<file path="config.mk">
export PLATFORM = sky130hd
export DESIGN_NAME = solver_sequencer
export DESIGN_NICKNAME = d
export VERILOG_FILES = /design/src/rtl/solver_sequencer.sv
export SDC_FILE = /design/constraint.sdc
export NUM_CORES = 1
export LEC_CHECK = 0
export ABC_AREA = 0
export CELL_PAD_IN_SITES_DETAIL_PLACEMENT = 0
export CELL_PAD_IN_SITES_GLOBAL_PLACEMENT = 1
export CORE_MARGIN = 2
export CORE_UTILIZATION = 48
export CTS_BUF_LIST = sky130_fd_sc_hd__clkbuf_4 sky130_fd_sc_hd__clkbuf_8 sky130_fd_sc_hd__clkbuf_16
export CTS_CLUSTER_DIAMETER = 150
export CTS_CLUSTER_SIZE = 30
export DETAILED_ROUTE_END_ITERATION = 7
export DONT_BUFFER_PORTS = 1
export GPL_TIMING_DRIVEN = 0
export HOLD_SLACK_MARGIN = 0.12
export PLACE_DENSITY = 0.85
export SYNTH_ARGS = -nofsm -noshare
export SYNTH_HDL_FRONTEND = slang
export SYNTH_SLANG_ARGS = --single-unit
</file>
<file path="constraint.sdc">
create_clock -name clock -period 2.9 [get_ports clock]
set_input_delay 0.29 -clock clock [delete_from_list [all_inputs] [get_ports clock]]
set_output_delay 0.29 -clock clock [all_outputs]
set_load 0.01 [all_outputs]
</file>
<file path="src/rtl/solver_sequencer.sv">
// solver_sequencer: escape-time solver controller.
// Walks the limb-serial datapath through an optional abs(z) pass (Burning Ship mode),
// the multiply-accumulate partial sweep, a pipeline flush and a divergence check, then
// holds the result on a valid/ready handshake until the consumer accepts it.
// Optional feature: define SOLVER_SEQ_CYCLE_CNT_EN to add a saturating cycle_count output.
module solver_sequencer #(
  parameter int LIMB_INDEX_BITS = 6,
  parameter int ITER_BITS       = 16,
  parameter int FLUSH_WAIT      = 4
) (
  input  logic                       clock,
  input  logic                       reset_n,
  input  logic                       wr_en,
  input  logic                       wr_num_limbs_en,
  input  logic [LIMB_INDEX_BITS-1:0] num_limbs_data,
  input  logic                       wr_iter_lim_en,
  input  logic [ITER_BITS-1:0]       iter_lim_data,
  input  logic                       mode_abs,
  input  logic                       start,
  output logic                       busy,
  output logic                       c_wr_en,
  output logic [1:0]                 op_sel,
  output logic [LIMB_INDEX_BITS-1:0] limb_ind,
  output logic [LIMB_INDEX_BITS-1:0] zre_ind,
  output logic [LIMB_INDEX_BITS-1:0] zim_ind,
  output logic                       flip,
  output logic                       diag,
  output logic [1:0]                 zre_acc_sel,
  output logic [1:0]                 zim_acc_sel,
  output logic                       im_neg,
  output logic                       z_wr_en,
  input  logic                       zre_sign,
  input  logic                       zim_sign,
  input  logic                       diverged,
  output logic                       result_valid,
  input  logic                       result_ready,
  output logic [ITER_BITS-1:0]       iteration_count,
  output logic                       escaped
`ifdef SOLVER_SEQ_CYCLE_CNT_EN
  ,
  output logic [31:0]                cycle_count
`endif
);

  localparam int FlushCntBits = (FLUSH_WAIT < 1) ? 1 : $clog2(FLUSH_WAIT + 1);

  typedef enum logic [2:0] {
    IDLE, ABS, ABS_FLUSH, ITER, ITER_FLUSH, CHECK, DONE
  } state_e;

  state_e                     state_q;
  logic [LIMB_INDEX_BITS-1:0] numLimbs_q;
  logic [ITER_BITS-1:0]       iterLim_q;
  logic                       modeAbs_q;
  logic                       reSign_q;
  logic                       imSign_q;
  logic [ITER_BITS-1:0]       count_q;
  logic                       escaped_q;
  logic [LIMB_INDEX_BITS-1:0] limb_q;
  logic [LIMB_INDEX_BITS-1:0] part_q;
  logic                       flip_q;
  logic [FlushCntBits-1:0]    flushCnt_q;

  logic [LIMB_INDEX_BITS-1:0] numLimbs_d;
  logic [LIMB_INDEX_BITS-1:0] topLimb;
  logic [LIMB_INDEX_BITS-1:0] iterRe;
  logic [LIMB_INDEX_BITS-1:0] iterIm;
  logic                       inAbs;
  logic                       inIter;
  logic                       absTop;

  // A zero limb count would leave nothing to walk, so it is stored as a single limb.
  assign numLimbs_d = (num_limbs_data == '0) ? LIMB_INDEX_BITS'(1) : num_limbs_data;
  assign topLimb    = numLimbs_q - LIMB_INDEX_BITS'(1);

  // Main sequencer: config capture in IDLE, limb/partial walk, flush timing and the check decision.
  always_ff @(posedge clock or negedge reset_n) begin
    if (!reset_n) begin
      state_q    <= IDLE;
      numLimbs_q <= LIMB_INDEX_BITS'(1);
      iterLim_q  <= '0;
      modeAbs_q  <= 1'b0;
      reSign_q   <= 1'b0;
      imSign_q   <= 1'b0;
      count_q    <= '0;
      escaped_q  <= 1'b0;
      limb_q     <= '0;
      part_q     <= '0;
      flip_q     <= 1'b0;
      flushCnt_q <= '0;
    end else begin
      case (state_q)
        IDLE: begin
          if (wr_num_limbs_en) numLimbs_q <= numLimbs_d;
          if (wr_iter_lim_en)  iterLim_q  <= iter_lim_data;
          if (start) begin
            count_q   <= '0;
            escaped_q <= 1'b0;
            reSign_q  <= 1'b0;
            imSign_q  <= 1'b0;
            modeAbs_q <= mode_abs;
            limb_q    <= topLimb;
            part_q    <= '0;
            flip_q    <= 1'b0;
            state_q   <= mode_abs ? ABS : ITER;
          end
        end
        ABS: begin
          if (limb_q == '0) begin
            flushCnt_q <= '0;
            state_q    <= ABS_FLUSH;
          end else begin
            limb_q <= limb_q - LIMB_INDEX_BITS'(1);
          end
        end
        ABS_FLUSH: begin
          if (flushCnt_q == FlushCntBits'(FLUSH_WAIT)) begin
            limb_q  <= topLimb;
            part_q  <= '0;
            flip_q  <= 1'b0;
            state_q <= ITER;
          end else begin
            flushCnt_q <= flushCnt_q + FlushCntBits'(1);
          end
        end
        ITER: begin
          if (!flip_q) begin
            flip_q <= 1'b1;
          end else begin
            flip_q <= 1'b0;
            if (part_q == (limb_q >> 1)) begin
              part_q <= '0;
              if (limb_q == '0) begin
                flushCnt_q <= '0;
                state_q    <= ITER_FLUSH;
              end else begin
                limb_q <= limb_q - LIMB_INDEX_BITS'(1);
              end
            end else begin
              part_q <= part_q + LIMB_INDEX_BITS'(1);
            end
          end
        end
        ITER_FLUSH: begin
          if (flushCnt_q == FlushCntBits'(FLUSH_WAIT)) begin
            state_q <= CHECK;
          end else begin
            flushCnt_q <= flushCnt_q + FlushCntBits'(1);
          end
        end
        CHECK: begin
          reSign_q <= zre_sign;
          imSign_q <= zim_sign;
          if (diverged) begin
            escaped_q <= 1'b1;
            state_q   <= DONE;
          end else if (count_q == iterLim_q) begin
            escaped_q <= 1'b0;
            state_q   <= DONE;
          end else begin
            count_q <= count_q + ITER_BITS'(1);
            limb_q  <= topLimb;
            part_q  <= '0;
            flip_q  <= 1'b0;
            state_q <= modeAbs_q ? ABS : ITER;
          end
        end
        DONE: begin
          if (result_ready) state_q <= IDLE;
        end
        default: state_q <= IDLE;
      endcase
    end
  end

  assign inAbs  = (state_q == ABS);
  assign inIter = (state_q == ITER);
  assign absTop = (limb_q == topLimb);
  assign iterRe = flip_q ? part_q : limb_q - part_q;
  assign iterIm = flip_q ? limb_q - part_q : part_q;

  assign busy            = (state_q != IDLE);
  assign c_wr_en         = (state_q == IDLE) & wr_en;
  assign op_sel          = inAbs ? 2'd2 : (inIter ? 2'd1 : 2'd0);
  assign limb_ind        = (inAbs | inIter) ? limb_q : '0;
  assign zre_ind         = inAbs ? limb_q : (inIter ? iterRe : '0);
  assign zim_ind         = inAbs ? limb_q : (inIter ? iterIm : '0);
  assign flip            = inIter & flip_q;
  assign diag            = inIter & (iterRe == iterIm);
  assign zre_acc_sel     = (inAbs & reSign_q) ? (absTop ? 2'd1 : 2'd2) : 2'd0;
  assign zim_acc_sel     = (inAbs & imSign_q) ? (absTop ? 2'd1 : 2'd2) : 2'd0;
  assign im_neg          = inIter & (reSign_q ^ imSign_q);
  assign z_wr_en         = inAbs | inIter;
  assign result_valid    = (state_q == DONE);
  assign iteration_count = count_q;
  assign escaped         = escaped_q;

`ifdef SOLVER_SEQ_CYCLE_CNT_EN
  logic [31:0] cycleCnt_q;
  logic [31:0] cycleCnt_d;

  // Next cycle count: cleared by an accepted start, advances in every working state, saturates.
  always_comb begin
    cycleCnt_d = cycleCnt_q;
    if (state_q == IDLE) begin
      if (start) cycleCnt_d = '0;
    end else if ((state_q != DONE) && (cycleCnt_q != 32'hFFFF_FFFF)) begin
      cycleCnt_d = cycleCnt_q + 32'd1;
    end
  end

  // Cycle counter register.
  always_ff @(posedge clock or negedge reset_n) begin
    if (!reset_n) cycleCnt_q <= '0;
    else          cycleCnt_q <= cycleCnt_d;
  end

  assign cycle_count = cycleCnt_q;
`else
  // No cycle counter in this build; sequencing is unchanged.
`endif

endmodule

</file>
==> results of run 1 <==
worst register-to-register path: stages (launching register included):
cell	delay [ns]
dfrtp_1	0.51
xnor2_1	0.26
nand4_1	0.22
o41a_4	0.60
o2111ai_2	0.30
buf_4	0.23
nor2_1	0.06
o22a_1	0.18
routing by layer:
layer | vias up | track usage
met5 | - | 0
met4 | 0 | 0.0667
met3 | 17 | 0.0493
met2 | 116 | 0.395
met1 | 1744 | 0.326
li1 | 1682 | -
power by group through the flow:
stage / Sequential [mW] / Combinational (mW) / Clock (mW)
after floorplan: 1.37 / 2.15 / 0
after global placement: 1.43 / 2.58 / 0
after detailed placement: 1.44 / 2.64 / 0
after CTS: 1.43 / 2.76 / 0.906
after global routing: 1.47 / 3.33 / 0.951
final: 1.43 / 3.02 / 0.896
area by class of cell:
cell class / count / area share
sequential: 61 / 0.315
clock buffer: 10 / 0.0283
clock inverter: 6 / 0.0193
buffer: 24 / 0.0234
timing repair buffer: 34 / 0.0705
inverter: 24 / 0.0190
tap: 105 / 0.0270
multi-input combinational: 347 / 0.498
state kept, by name, summed over array words and instances (netlist names):
| register | flops |
|---|---|
| iterLim_q | 16 |
| part_q | 6 |
| escaped | 1 |
| reSign_q | 1 |
| limb_q | 6 |
| iteration_count | 16 |
| state_q | 3 |
| flip_q | 1 |
| flushCnt_q | 3 |
| modeAbs_q | 1 |
| imSign_q | 1 |
| numLimbs_q | 6 |
stage by stage:
step / total power, mW / std cells / cell area, sq um / utilization / setup TNS (ns)
after floorplan: 3.52 / 459 / 4070 / - / 0
after global placement: 4.00 / 564 / 4200 / 0.511 / 0
after detailed placement: 4.08 / 564 / 4200 / 0.511 / 0
after CTS: 5.10 / 608 / 4760 / 0.579 / 0
after global routing: 5.75 / 611 / 4870 / 0.592 / -0.00994
final: 5.34 / 611 / 4870 / 0.592 / 0
path summary, 6_finish.rpt:
path	end	depth (start not counted)	from
setup reg to reg	limb_q[4]	7	iteration_count[0]
hold / removal	numLimbs_q[0]	3	num_limbs_data[4]
min in group asynchronous	iteration_count[10]	2	reset_n
setup / recovery	zim_acc_sel[0]	6	numLimbs_q[2]
hold reg to reg	modeAbs_q	2	modeAbs_q
max in group asynchronous	numLimbs_q[0]	2	reset_n
timing repair:
item	in CTS	in global routing
endpoints found under the hold margin	87	0
resized for setup	7	19
pin swaps	3	4
hold buffers	28	0
setup endpoints to repair	5	7
buffers inserted	1	5
logic make-up after synthesis:
group	Yosys count
and+or+nand+nor	157
AOI/OAI and AO/OA	104
DFF	61
buffers and inverters	51
xor gates and xnor gates	47
muxes	26
adders and majority gates	13
layout by cell type, fill, tap and decap left out, types with 4 or more instances in the layout:
cell / synthesis / layout
clkbuf_1: 15 / 12
a21oi_2: 0 / 4
a21o_1: 4 / 4
o21ai_1: 3 / 5
nand2_1: 56 / 56
o31ai_1: 5 / 5
ha_1: 12 / 11
clkbuf_8: 0 / 10
xnor2_1: 42 / 41
or4_1: 6 / 5
and2_1: 8 / 8
mux2i_1: 6 / 6
nand3_1: 10 / 10
buf_2: 6 / 6
nor2_1: 33 / 33
a21oi_1: 23 / 19
o211ai_1: 7 / 7
inv_1: 23 / 22
nand2b_1: 5 / 5
or3_1: 5 / 5
dlygate4sd3_1: 0 / 27
o21ai_0: 37 / 35
dfrtp_1: 60 / 57
and3_1: 7 / 5
mux2_2: 20 / 20
nor4_1: 5 / 4
xor2_1: 5 / 5
nand4_1: 8 / 8
buf_4: 2 / 8
==> run metrics, run 1 <==
leakage=slightly below 2 nW; WP buf/inv=0; Yosys top cell area share=0.369; Max Slew Vio Count=0; share of layout cells above drive strength 1=0.160; drt pass-1 iters=5; post-synth cell types=56; diodes inserted=0; via count=between 3000 and 4000; Total GRT Usage=0.242; Synth async-reset ratio=1.00; status=finished, final reports clean; multi-input logic area=2420 sq um; Seq pwr share=0.268; CP cell instances=nor3_1 -> xnor2_1 -> xnor2_1 -> or4_4 -> nor3_4 -> and3_4; Critical Path Fanout Max=4; Worst EP required=around 2.6 ns; via/cell ratio=5.82; family with the most delay on the worst path=simple AND/OR/NAND/NOR gates; Inserted Clock Buffers=9; Post-Syn Area=slightly above 4000 sq um; P_sw=about 2.4 mW; Initial Utilization=0.495; sequential area share after synthesis=0.375; DRC=0; Period Utilization, post-route=0.972; final hold vios=0; largest net degree at the start of global routing=62; CP max-delay cell=or4_4; critical path launch point type=flop; GPL Wtd Cong=about 0.85; Hold Path Class=input port to flop; Combinational Power Share=0.564; met1 WL=between 4000 and 5000 microns; adder-cell share of the synthesized area=0.0418; final worst path period need=around 2.8 ns; Die Y=96.1 microns; top cells by area, synth=dfrtp_1 (37%), xnor2_1 (9.0%), mux2_2 (5.5%); PD cells=approximately 1100 nW/um^2; total die area=around 9000 sq um; port buffer count=0; Int Pwr=just under 3 mW; nets=about 550; post-DP HPWL=~7500 microns; maximum clock frequency=355 MHz; Setup CP Type=flop to output port; count leader, synth=dfrtp_1; H-tree depth=3; maximum VDD drop=around 0.62 mV; r2r setup slk=roughly 0.44 ns; Simple-Gate Fraction of Synth Area=0.187; Setup crit end kind=output port; clk_lat worst skew=between 0.3 and 0.4 ns; met2 WL=5280 microns; TritonCTS clock tree=yes; first-pass GRT wire length=~17000 microns; CP Data Arrival Time=2.53 ns; clock skew=between 0.01 and 0.015 ns; Iter 0 DRT Violations=roughly 280; CTS clk-pin slew, worst paths=0.08 ns; synthesis-stage register bit count=61; Sw Share=0.452; endpoints failing setup=0; vias in the first global route=around 3500; predominant post-synthesis flop cell=dfrtp_1; yosys warns=0; complex-gate fraction of the synthesized area=0.172; root buffer cell=clkbuf_8; WL/cell=17.7 microns; met3 WL post-DR=about 600 microns; post-synthesis mux area share=0.0701; Post-Syn Nets=505; io pins=approximately 80; max-cap violation count=0; grt ovf=0; Post-Syn Area per Cell=around 8.9 sq um; Synth Area in XOR/XNOR=0.101; max_slew headroom=0.522; main combinational cell family by area after synthesis=simple AND/OR/NAND/NOR gates; Reg area=about 1500 sq um; max layer used=met4; Post-DRT Antenna Nets=0; chip width=roughly 96 microns; hold_ws=0.183 ns; Synth area leader=dfrtp_1; Filler cells=roughly 720; Longest Clk Path Bufs=2; layout overhead on the synthesized area=19.6%; Core Area=8220 sq um; crit-path max cell delay=0.58 ns; worst slack, placed=around 0.087 ns; slew at the pin closest to its max-slew limit=between 0.7 and 0.8 ns; EDFF count, synth=0; antenna violations before repair=0; row count=33; Clock power frac=0.168; clk sink count=61; routed wire length=about 11000 microns; commonest cells in the netlist=dfrtp_1 (60), nand2_1 (56), xnor2_1 (42); cell mode on critical path=xnor2_1; Final WS setup=around 0.082 ns; Syn Inst Count=459
(Power assumes the default switching activity.)
==> run 2: changes to the inputs <==
--- a/config.mk
+++ b/config.mk
@@ -18,6 +18,7 @@
 export GPL_TIMING_DRIVEN = 0
 export HOLD_SLACK_MARGIN = 0.12
 export PLACE_DENSITY = 0.85
+export SKIP_CTS_REPAIR_TIMING = 1
 export SYNTH_ARGS = -nofsm -noshare
 export SYNTH_HDL_FRONTEND = slang
 export SYNTH_SLANG_ARGS = --single-unit
==> run 2 against run 1 <==
  * Sequential cell count unchanged
  * Via count decreased by 1.2%
  * Highest routed layer unchanged
  * Final area decreased by 0.98%
  * Non-clock buffer count decreased by 2
==> run metrics, run 2 (synthesized netlist as in run 1, its figures left out) <==
TritonCTS clock tree=yes; Fin Setup TNS=0 ns; diodes inserted=0; share of layout cells above drive strength 1=0.157; routed wire length=between 10000 and 15000 microns; root buffer cell=clkbuf_8; post-DP HPWL=7450 microns; Clock power frac=0.170; critical path launch point type=flop; nets=545; slew at the pin closest to its max-slew limit=~0.68 ns; Post-DRT Antenna Nets=0; final hold vios=0; endpoints failing setup=0; via/cell ratio=about 5.8; Setup CP Type=flop to output port; max-cap violation count=0; CP Data Arrival Time=between 2 and 3 ns; via count=about 3500; Filler cells=~720; CTS clk-pin slew, worst paths=0.08 ns; Final WS setup=between 0.09 and 0.1 ns; hold_ws=roughly 0.11 ns; DRC=0; final std cells w/o fill=just over 600; Initial Utilization=0.495; largest net degree at the start of global routing=between 60 and 70; grt ovf=0; Sw Share=0.449; WL/cell=17.4 microns; origin of the worst setup path=numLimbs_q[0]; Combinational Power Share=0.555; row count=33; Die Y=roughly 96 microns; leakage=between 1.5 and 2 nW; drt pass-1 iters=5; port buffer count=0; most frequent cells in the layout=dfrtp_1 (57), nand2_1 (56), xnor2_1 (41); Total GRT Usage=0.229; clock skew=approximately 0.011 ns; Longest Clk Path Bufs=2; maximum VDD drop=roughly 0.56 mV; Reg-to-Reg Start=iteration_count[0]; status=finished, final reports clean; DP Cell Count=about 560; clk sink count=61; worst slack, placed=roughly 0.087 ns; Hold Path Class=input port to flop; layout overhead on the synthesized area=18.4%; RSZ-0062 raised after global routing=true; Setup crit end kind=output port; max_slew headroom=0.542; H-tree depth=3; Seq pwr share=0.275; Int Pwr=2.90 mW; Core Area=around 8200 sq um; antenna violations before repair=0; clk_lat worst skew=~0.34 ns; Worst EP required=2.61 ns; io pins=around 80; final worst path period need=around 2.8 ns; Max Slew Vio Count=0; total die area=about 9200 sq um; P_sw=~2.4 mW; maximum clock frequency=roughly 360 MHz; most common cell after layout, fill and taps aside=dfrtp_1; Inserted Clock Buffers=9; PD cells=~1100 nW/um^2; Critical Path Fanout Max=4; GPL Wtd Cong=0.850; vias in the first global route=approximately 3300; Iter 0 DRT Violations=between 200 and 250; first-pass GRT wire length=16200 microns; Hold Crit Start=num_limbs_data[0]; chip width=~96 microns; Period Utilization, post-route=0.969
==> run 2: worst paths after layout <==
kind / cells after the start / end / slack [ns]
max: 7 / zre_acc_sel[0] / 0.09
min: 2 / numLimbs_q[0] / 0.11
max reg2reg: 7 / limb_q[4] / 0.45
min reg2reg: 2 / modeAbs_q / 0.48
max in group asynchronous: 2 / numLimbs_q[0] / 2.10
min in group asynchronous: 2 / iterLim_q[11] / 0.50
==> run 2: worst max-delay path, stage by stage, from the launching register on <==
cell     delay, ns
dfstp_2       0.56
inv_1         0.08
ha_2          0.21
xnor2_2       0.15
xnor2_1       0.15
or4_4         0.57
nor3_4        0.23
and3_1        0.24
==> run 2: per-stage QoR <==
stage / util / instance area, sq um / power, mW
final: 0.586 / 4820 / 5.26
after global routing: 0.586 / 4820 / 5.66
after CTS: 0.539 / 4430 / 4.98
after detailed placement: 0.511 / 4200 / 4.08
after global placement: 0.511 / 4200 / 4.00
after floorplan: - / 4070 / 3.52
==> run 2: final cells by class <==
type                       instances  area [sq um]  area share
buffer                            24           114      0.0236
clock buffer                      10           138      0.0286
clock inverter                     6          93.8      0.0195
inverter                          24          92.6      0.0192
multi-input combinational        347          2390       0.496
sequential                        61          1530       0.318
tap                              105           131      0.0273
timing repair buffer              32           325      0.0675
==> run 2: power groups by stage <==
| stage | Clock [mW] | Sequential, mW | Combinational, mW |
|---|---|---|---|
| after CTS | 0.906 | 1.43 | 2.65 |
| after floorplan | 0 | 1.37 | 2.15 |
| after global placement | 0 | 1.43 | 2.58 |
| final | 0.895 | 1.45 | 2.92 |
| after detailed placement | 0 | 1.44 | 2.64 |
| after global routing | 0.948 | 1.49 | 3.22 |
==> run 2: metal layers <==
layer	routed length, microns	GRT usage	vias to the layer above
li1	-	-	1681
met1	4770	0.322	1729
met2	5230	0.354	92
met3	445	0.0493	13
met4	136	0.0631	0
met5	0	0	-
==> run 3: changes to the inputs <==
--- a/config.mk
+++ b/config.mk
@@ -8,7 +8,7 @@
 export ABC_AREA = 0
 export CELL_PAD_IN_SITES_DETAIL_PLACEMENT = 0
 export CELL_PAD_IN_SITES_GLOBAL_PLACEMENT = 1
-export CORE_MARGIN = 2
+export CORE_MARGIN = 10
 export CORE_UTILIZATION = 48
 export CTS_BUF_LIST = sky130_fd_sc_hd__clkbuf_4 sky130_fd_sc_hd__clkbuf_8 sky130_fd_sc_hd__clkbuf_16
 export CTS_CLUSTER_DIAMETER = 150
==> run 3 against run 2 <==
  * Non-clock buffer count decreased by 1
  * Via count increased by 1.5%
  * Routed wire length increased by 5.5%
  * Core utilization decreased by 0.44 points
  * Worst hold slack improved by 0.023 ns
  * Clock-buffer cell count unchanged
  * Largest power group unchanged
  * Power decreased by 2.0%
==> run metrics, run 3 (synthesized netlist as in run 1, its figures left out) <==
post-DP HPWL=7960 microns; layout overhead on the synthesized area=17.5%; total power=just over 5 mW; io pins=81; Filler cells=719; CP cell instances=inv_1 -> ha_1 -> nor2b_1 -> o21a_1 -> o21ai_0 -> a211oi_1 -> nor4_2; port buffer count=0; most common cell after layout, fill and taps aside=dfrtp_1; clk sink count=between 60 and 70; DRC=0; Longest Clk Path Bufs=2; hold_ws=roughly 0.13 ns; Setup CP Type=flop to output port; H-tree depth=3; DP Cell Count=564; nets=around 540; first-pass GRT wire length=17200 microns; share of layout cells above drive strength 1=0.151; drt pass-1 iters=5; Fin Setup TNS=0 ns; CP max-delay cell=dfrtp_2; Inserted Clock Buffers=9; leakage=slightly below 2 nW; RSZ-0062 raised after global routing=true; diodes inserted=0; Max Slew Vio Count=0; root buffer cell=clkbuf_8; Reg area=1530 sq um; multi-input logic area=approximately 2400 sq um; largest net degree at the start of global routing=between 60 and 70; most frequent cells in the layout=dfrtp_1 (57), nand2_1 (56), xnor2_1 (40); antenna violations before repair=0; via/cell ratio=between 5 and 6; Total GRT Usage=0.165; critical path launch point type=flop; final std cells w/o fill=just over 600; vias in the first global route=3344; max-cap violation count=0; Core Area=slightly above 8000 sq um; Hold Path Class=input port to flop; WL/cell=roughly 18 microns; Period Utilization, post-route=0.975; clock skew=about 0.014 ns; Initial Utilization=0.495; PD cells=between 1000 and 1500 nW/um^2; endpoints failing setup=0; Critical Path Fanout Max=8; Worst EP required=about 2.6 ns; total die area=12600 sq um; row count=33; chip width=around 110 microns; CTS clk-pin slew, worst paths=about 0.07 ns; CP Data Arrival Time=about 2.5 ns; Die Y=112 microns; Post-DRT Antenna Nets=0; TritonCTS clock tree=yes; Setup crit end kind=output port; clk_lat worst skew=between 0.3 and 0.4 ns; via count=between 3000 and 4000; r2r setup slk=roughly 0.43 ns; grt ovf=0; maximum clock frequency=roughly 350 MHz; maximum VDD drop=between 0.6 and 0.7 mV; slew at the pin closest to its max-slew limit=just over 0.7 ns; final worst path period need=about 2.8 ns; Iter 0 DRT Violations=219; max_slew headroom=0.513; final hold vios=0; routed wire length=11200 microns; status=finished, final reports clean; crit-path max cell delay=around 0.48 ns; GPL Wtd Cong=0.868
-- run 3: worst max-delay path, delay by kind of cell (launching register included) --
family | cells | cell delay [ns]
and+or+nand+nor | 2 | 0.56
adders and majority gates | 1 | 0.24
buffers and inverters | 1 | 0.13
DFF | 1 | 0.48
AOI/OAI and AO/OA | 3 | 0.78
-- run 3: stage by stage --
stage	utilization	cell area [sq um]	setup WS, ns
3_3_place_gp	0.511	4200	0.0956
5_1_grt	0.582	4780	-0.0821
2_1_floorplan	-	4070	0.351
6_report	0.582	4780	0.0721
4_1_cts	0.537	4410	-0.340
3_5_place_dp	0.511	4200	0.0623
-- run 3: final timing paths --
path / from / to / cells after the start
worst max-delay path: part_q[1] / diag / 7
worst min-delay path: num_limbs_data[0] / numLimbs_q[0] / 2
worst max register to register: iteration_count[0] / limb_q[4] / 7
worst min register to register: modeAbs_q / modeAbs_q / 2
max in group asynchronous: reset_n / numLimbs_q[0] / 2
min in group asynchronous: reset_n / iteration_count[9] / 2
-- run 3: metal layers --
metal | GRT usage | up-vias | part of all wire
met5 | 0 | - | 0
met4 | 0.0601 | 0 | 0.017
met3 | 0.0474 | 22 | 0.064
met2 | 0.258 | 111 | 0.47
met1 | 0.213 | 1752 | 0.45
li1 | - | 1683 | -
-- run 3: area by class of cell --
cell class                      instances  share of cell area
Multi-Input combinational cell        347               0.499
Sequential cell                        61               0.320
Timing Repair Buffer                   31              0.0665
Clock buffer                           10              0.0288
Tap cell                              105              0.0275
Buffer                                 24              0.0238
Inverter                               24              0.0188
Clock inverter                          6              0.0149
-- run 3: where the power goes --
group / leakage, nW / internal (mW) / switching (mW)
clock: 0.0991 / 0.426 / 0.382
combinational: 1.09 / 1.22 / 1.69
sequential: 0.771 / 1.16 / 0.279
